[src/rtl/flags_bank.sv]
// flags_bank: live/sticky ALU flag register with a masked IRQ/ACK handshake.
// Optional save/restore LIFO is compiled in when FLAGS_STACK_EN is defined.
module flags_bank #(
  parameter int NFLAGS = 4,
  parameter int DEPTH  = 4
) (
  input  logic              clk_i,
  input  logic              rst_i,
  input  logic              en_i,
  input  logic [NFLAGS-1:0] in_i,
  input  logic              push_i,
  input  logic              pop_i,
  input  logic              clr_sticky_i,
  input  logic [NFLAGS-1:0] irq_mask_i,
  input  logic              ack_i,
  output logic [NFLAGS-1:0] flags_o,
  output logic [NFLAGS-1:0] sticky_o,
  output logic              irq_o,
  output logic              stk_full_o,
  output logic              stk_empty_o,
  output logic              stk_err_o
);

  // state   | meaning
  // IDLE    | no request; raise IRQ when a masked sticky bit is set
  // ASSERT  | IRQ high, waiting for ACK
  // HOLDOFF | one quiet cycle after ACK before re-evaluating
  typedef enum logic [1:0] {IDLE, ASSERT, HOLDOFF} irq_state_e;

  irq_state_e        state_q, state_d;
  logic [NFLAGS-1:0] flags_q, flags_d;
  logic [NFLAGS-1:0] sticky_q, sticky_d;
  logic [NFLAGS-1:0] cap;
  logic              irq_q, irq_d;
  logic              stk_err_q, stk_err_d;
  logic              pend, ack_take;
  logic              pop_ok, err_evt;
  logic [NFLAGS-1:0] pop_data;

  assign cap  = in_i & {NFLAGS{en_i}};
  assign pend = |(sticky_q & irq_mask_i);

`ifdef FLAGS_STACK_EN
  localparam int AW = (DEPTH > 1) ? $clog2(DEPTH) : 1;

  logic [NFLAGS-1:0] stack_q [DEPTH];
  logic [AW:0]       ptr_q, ptr_d;
  logic              full, empty, push_ok;

  assign full     = (ptr_q == (AW+1)'(DEPTH));
  assign empty    = (ptr_q == '0);
  assign push_ok  = push_i & ~pop_i & ~full;
  assign pop_ok   = pop_i & ~push_i & ~empty;
  assign err_evt  = (push_i & pop_i) | (push_i & full) | (pop_i & empty);
  assign pop_data = stack_q[AW'(ptr_q - (AW+1)'(1))];

  always_comb begin
    ptr_d = ptr_q;
    if (push_ok)     ptr_d = ptr_q + (AW+1)'(1);
    else if (pop_ok) ptr_d = ptr_q - (AW+1)'(1);
  end

  always_ff @(posedge clk_i or posedge rst_i) begin
    if (rst_i) ptr_q <= '0;
    else       ptr_q <= ptr_d;
  end

  // Stack storage is not reset; contents are don't-care until pushed.
  always_ff @(posedge clk_i) begin
    if (push_ok) stack_q[ptr_q[AW-1:0]] <= flags_q;
  end

  assign stk_full_o  = full;
  assign stk_empty_o = empty;
`else
  logic unused_stack;
  assign unused_stack = push_i | pop_i;
  assign pop_ok       = 1'b0;
  assign err_evt      = 1'b0;
  assign pop_data     = '0;
  assign stk_full_o   = 1'b0;
  assign stk_empty_o  = 1'b1;
`endif

  always_comb begin
    flags_d = flags_q;
    if (pop_ok)    flags_d = pop_data;
    else if (en_i) flags_d = in_i;

    stk_err_d = stk_err_q;
    if (clr_sticky_i) stk_err_d = 1'b0;
    if (err_evt)      stk_err_d = 1'b1;

    state_d  = state_q;
    irq_d    = irq_q;
    ack_take = 1'b0;
    case (state_q)
      IDLE: begin
        if (pend) begin
          state_d = ASSERT;
          irq_d   = 1'b1;
        end
      end
      ASSERT: begin
        if (ack_i) begin
          state_d  = HOLDOFF;
          irq_d    = 1'b0;
          ack_take = 1'b1;
        end else if (!pend) begin
          state_d = IDLE;
          irq_d   = 1'b0;
        end
      end
      HOLDOFF: state_d = IDLE;
      default: begin
        state_d = IDLE;
        irq_d   = 1'b0;
      end
    endcase

    // A capture in the same cycle always survives the ACK or clear.
    sticky_d = sticky_q;
    if (ack_take)     sticky_d = sticky_q & ~irq_mask_i;
    if (clr_sticky_i) sticky_d = '0;
    sticky_d = sticky_d | cap;
  end

  always_ff @(posedge clk_i or posedge rst_i) begin
    if (rst_i) begin
      state_q   <= IDLE;
      flags_q   <= '0;
      sticky_q  <= '0;
      irq_q     <= 1'b0;
      stk_err_q <= 1'b0;
    end else begin
      state_q   <= state_d;
      flags_q   <= flags_d;
      sticky_q  <= sticky_d;
      irq_q     <= irq_d;
      stk_err_q <= stk_err_d;
    end
  end

  assign flags_o   = flags_q;
  assign sticky_o  = sticky_q;
  assign irq_o     = irq_q;
  assign stk_err_o = stk_err_q;

endmodule

[config.mk]
export PLATFORM = sky130hd
export DESIGN_NAME = flags_bank
export DESIGN_NICKNAME = d
export VERILOG_FILES = /design/src/rtl/flags_bank.sv
export SDC_FILE = /design/constraint.sdc
export NUM_CORES = 1
export LEC_CHECK = 0
export CAP_MARGIN = 15
export CORE_MARGIN = 2
export CORE_UTILIZATION = 36
export DETAILED_ROUTE_END_ITERATION = 7
export PLACE_DENSITY = 0.76
export SETUP_SLACK_MARGIN = 0.05
export SYNTH_ARGS = -nofsm -noshare
export SYNTH_HDL_FRONTEND = slang
export SYNTH_SLANG_ARGS = --single-unit
[constraint.sdc]
create_clock -name clk_i -period 1.5 [get_ports clk_i]
set_input_delay 0.225 -clock clk_i [delete_from_list [all_inputs] [get_ports clk_i]]
set_output_delay 0.225 -clock clk_i [all_outputs]
set_load 0.02 [all_outputs]
==> flow_summary.ini, run 1 <==
[setup_path]
cp_data_required_time_ns = 1.27
start_kind = flop
slowest_stage = dfrtp_1
path_buf_inv = 1
end_kind = output pin
max_stage_delay_ns = 0.40
crit_chain = dlygate4sd2_1
critPathArrivalTime_ns = 1.00
cp_max_fo = 3
path_class = flop to output pin
path_delay_family = flip-flops

[pwr]
p_per_area_nw_per_um2 = 1100
peakVddDrop_mv = 0.558
p_leak_nw = 0.333
power_mw = 0.771

[timing]
fin_worst_skew_ns = 0.00247
tns_ns = 0
grt_setup_unrepaired = false
layout_min_cycle_time_ns = 1.22
max_freq_ghz = 0.819
hold_viol_final = 0
setup_viol = 0
min_period_over_period = 0.814
maxSlewViolCount = 0

[min_path]
hp-class = primary input to asynchronous set/reset pin

[placement]
globalplace.congestion = 0.702
place_hpwl_um = 749
io_buffers = 21
dp.cells = 72
placed_area_um2 = 681

[die]
die_h_um = 40.6
core_area_um2 = 1270
die_w_um = 40.6
io_pins = 27
die_area_um2 = 1650
fp-row-count = 13
start_util = 0.381

[clock_network]
numCtsBuffers = 3
clk_latency_ns = 0.26
cts.sinks = 11
cts.clk_slew.worst_paths_ns = 0.07
root_buffer = clkbuf_4
cts-htree-levels = 1
cts_buffer_depth = 2
cts_tree = yes

[yosys]
synth.yosys.warnings = 0
ys_ff_latch = 11
syn_area_per_cell_um2 = 12.1
synth_compound_area_frac = 0.163
synth_top_family_by_area = compound AO/OA/AOI/OAI gates
synthMuxAreaShare = 0.0933
synth_area_um2 = 483
ys_types = 14
yosys.area_share.simple = 0.0622
synth_seq_area_share = 0.570
synthAdderAreaFrac = 0
synth_xor_area_frac = 0
syn_inst = 40

[global_routing]
grt_pass1_wl_mm = 1.66
globalRouteTotalUtil = 0.158
grt_pass1_vias = 369
grt_max_degree = 12
antenna_found_initial = 0
gr-total-overflow = 0

[detailed_routing]
drt-initial-drc-count = 6
wl_per_cell_um = 12.6
num_vias = 383
drc = 0
first_pass_iters = 4
wl_um = 958
antenna_left = 0
via_per_inst = 5.04

[final_layout]
drive_gt1_frac = 0.115
layout.cells.non_filler = 76
final_core_util = 0.554
area_growth_pct = 45.6
fin_nets = 77
antennaDiodeCount = 0
final_area_um2 = 703

[job]
max_cap_violations = 0

[outcome]
status = finished, final reports clean
where the power goes:
group | switching [mW] | total [mW] | internal (mW)
logic | 0.104 | 0.204 | 0.0999
registers | 0.0299 | 0.369 | 0.339
clock network | 0.0960 | 0.199 | 0.103
total | 0.230 | 0.771 | 0.542
sequential cells by signal, indices dropped and copies added (netlist names):
register and flops:
flags_o 4, irq_o 1, state_q 2, sticky_o 4
layer usage:
layer | GRT usage | vias up | share of wire
li1 | - | 180 | -
met4 | 0.0750 | 0 | 0.0063
met2 | 0.234 | 15 | 0.46
met3 | 0.0380 | 2 | 0.069
met5 | 0 | - | 0
met1 | 0.217 | 186 | 0.46
worst reg2reg max path, cell delays in order, from the launching register on:
cell and delay (ns):
dfrtp_1 0.39, and3b_1 0.31, nand2_1 0.08, a32o_1 0.25
synthesized netlist by cell type:
cell / number / area share
dfrtp_1: 11 / 0.57
a221oi_1: 1 / 0.018
and3b_1: 1 / 0.018
o21ai_0: 1 / 0.010
mux2_2: 4 / 0.093
a22oi_1: 2 / 0.031
buf_4: 4 / 0.062
buf_2: 1 / 0.010
nand2_1: 4 / 0.031
nand2b_1: 1 / 0.013
conb_1: 2 / 0.016
inv_1: 3 / 0.023
a32o_1: 4 / 0.083
a221o_1: 1 / 0.021
per-stage QoR:
step                      setup WS, ns  hold slack (ns)
after floorplan                  0.432           0.0774
after global placement          0.0801            0.430
after detailed placement        0.0792            0.456
after CTS                       0.0510            0.262
after global routing             0.232            0.304
final                            0.280            0.244
repair_timing:
| action | CTS | global route |
|---|---|---|
| gates resized for setup | 7 | 2 |
| hold buffers | 0 | 0 |
| setup endpoints to repair | 7 | 2 |
| pin swaps | 0 | 0 |
| endpoints found under the hold margin | 0 | 0 |
| buffers inserted | 0 | 0 |
final timing paths:
check,start,to,slack [ns],cells past startpoint
hold reg to reg,state_q[1],state_q[0],0.47,1
hold / removal,rst_i,sticky_o[2],0.24,2
min in group clk_i,state_q[1],state_q[0],0.47,1
max in group asynchronous,rst_i,state_q[1],0.97,2
setup reg to reg,state_q[1],sticky_o[1],0.36,3
setup / recovery,sticky_o[1],sticky_o[1],0.28,1
cell families after synthesis:
logic type      after synthesis
buf+inv                       8
compound gates                9
mux                           4
other cells                   2
flops                        11
simple gates                  6
cell usage in the layout (no fill, tap or decap):
cell,synthesis,final
a22oi_1,2,2
inv_1,3,3
clkbuf_1,0,1
o21ai_0,1,1
and3b_1,1,1
dlygate4sd2_1,0,7
mux2_2,4,4
dlymetal6s2s_1,0,2
a32o_1,4,4
a221oi_1,1,1
clkbuf_4,0,3
conb_1,2,3
clkdlybuf4s50_1,0,12
nand2_1,4,4
dfrtp_1,11,11
nand2b_1,1,1
a221o_1,1,1
final cells by class:
type / count / area [um2]
inverters: 3 / 11.3
clock buffers: 4 / 26.3
flip-flops and latches: 11 / 275
repair buffers: 21 / 206
multi-input cells: 22 / 165
fillers: 124 / 566
well taps: 15 / 18.8
Note: power is estimated with default switching activity, not from simulation.
==> run 2: changes to the inputs <==
Settings changed: CORE_UTILIZATION 36 to 32, PLACE_DENSITY 0.76 to 0.71.
Clock period 1.5 ns to 1.1 ns, I/O delays scaled along.
==> flow_summary.ini, run 2 (same netlist as run 1, synthesis figures left out) <==
[global_routing]
globalRouteTotalUtil = 0.120
grt_max_degree = 12
grt_pass1_wl_mm = 1.57
grt_pass1_vias = 400
gr-total-overflow = 0
met3_usage = 0.0426
top_usage_layer = met2
use_met2 = 0.194
grtUsageMet1 = 0.133
antenna_found_initial = 0

[pwr]
peakVddDrop_mv = 0.863
p_leak_nw = 0.362
p_per_area_nw_per_um2 = 1470

[timing]
tns_ns = 0
setup_viol = 0
whs_ns = 0.186
layout_min_cycle_time_ns = 1.08
max_freq_ghz = 0.924
hold_viol_final = 0
grt_setup_unrepaired = true
min_period_over_period = 0.984
maxSlewViolCount = 0
fin_worst_skew_ns = 0.00562

[setup_path]
path_class = flop to flop
r2r_start = state_q[1]
cp_data_required_time_ns = 1.25
critPathArrivalTime_ns = 1.24
timing.rr.end = sticky_o[0]
reg2reg_slack_ns = 0.02
cp_max_fo = 5
start_kind = flop
rr_worst_depth = 3
worstSetupStartpoint = state_q[1]
cp-endpoint = sticky_o[0]
end_kind = flop

[die]
die_area_um2 = 1840
core_area_um2 = 1450
io_pins = 27
start_util = 0.332
die_h_um = 42.9
fp-row-count = 14
die_w_um = 42.9

[job]
max_cap_violations = 0

[detailed_routing]
num_vias = 412
wl_per_cell_um = 11.4
antenna_left = 0
via_per_inst = 4.68
drc = 0
first_pass_iters = 4
drt-initial-drc-count = 4
wl_mm = 1.00

[final_layout]
fin_nets = 88
drive_gt1_frac = 0.417
antennaDiodeCount = 0
mostFrequentLayoutCell = clkdlybuf4s50_1
final_cell_mix = 12 x clkdlybuf4s50_1, 11 x dfrtp_1, 9 x buf_2, 9 x buf_4
area_growth_pct = 58.3

[clock_network]
numCtsBuffers = 3
hold_buffers = 0
cts_tree = yes
cts-htree-levels = 1
clk_latency_ns = 0.26
cts_buffer_depth = 2
cts.sinks = 11
cts.clk_slew.worst_paths_ns = 0.07
root_buffer = clkbuf_4

[min_path]
hp-class = primary input to asynchronous set/reset pin

[placement]
place_hpwl_um = 795
io_buffers = 21
globalplace.congestion = 0.785

[outcome]
status = finished, final reports clean
-- run 2: cell count changes in the layout (fill, tap and decap cells not counted), sizes merged --
cell,change
dlymetal6s2s,-2
buf,+20
dlygate4sd2,-7
-- run 2: metal layers --
layer | vias to the layer above | routed length, um
met5 | - | 0
met4 | 0 | 10
met3 | 2 | 86
met2 | 19 | 468
met1 | 189 | 438
li1 | 202 | -
-- run 2: cell type report --
class	count	area, um2
clock buffer	4	26.3
inverter	3	11.3
sequential	11	275
timing repair buffer	32	255
multi-input combinational	22	176
fill	147	689
tap	16	20.0
-- run 2: report_power, final --
group / switching [mW] / internal, mW / leakage [nW]
Clock: 0.126 / 0.140 / 0.0150
Combinational: 0.174 / 0.198 / 0.214
Sequential: 0.0268 / 0.462 / 0.133
-- run 2: worst min path at each step --
stage               slack (ns)       start  cells past startpoint     endpoint
floorplan                 0.02       rst_i                      1   flags_o[0]
global placement          0.44  state_q[1]                      1   state_q[0]
detailed placement        0.46  state_q[1]                      1   state_q[0]
CTS                       0.21       rst_i                      2        irq_o
global route              0.24       rst_i                      2  sticky_o[1]
finish                    0.19       rst_i                      2   flags_o[0]
-- run 2: what timing repair did --
item                                    CTS  global route
resized for setup                        41             1
pin swaps                                10             3
endpoints found under the setup margin   14             5
setup buffers                             2             2
-- run 2: critical path, cell delays in order (launching register included) --
cell	delay, ns
dfrtp_1	0.38
and3b_2	0.28
nand2_1	0.07
a32o_1	0.24
-- run 2: per-stage QoR --
stage	instance area (um2)	setup WS, ns	total power [mW]	cells	util
3_3_place_gp	734	-0.258	0.868	80	0.505
3_5_place_dp	734	-0.276	0.875	80	0.505
4_1_cts	746	0.0287	1.12	86	0.513
5_1_grt	764	-0.0319	1.19	88	0.526
6_report	764	0.0173	1.13	88	0.526
2_1_floorplan	487	0.0320	0.674	41	-
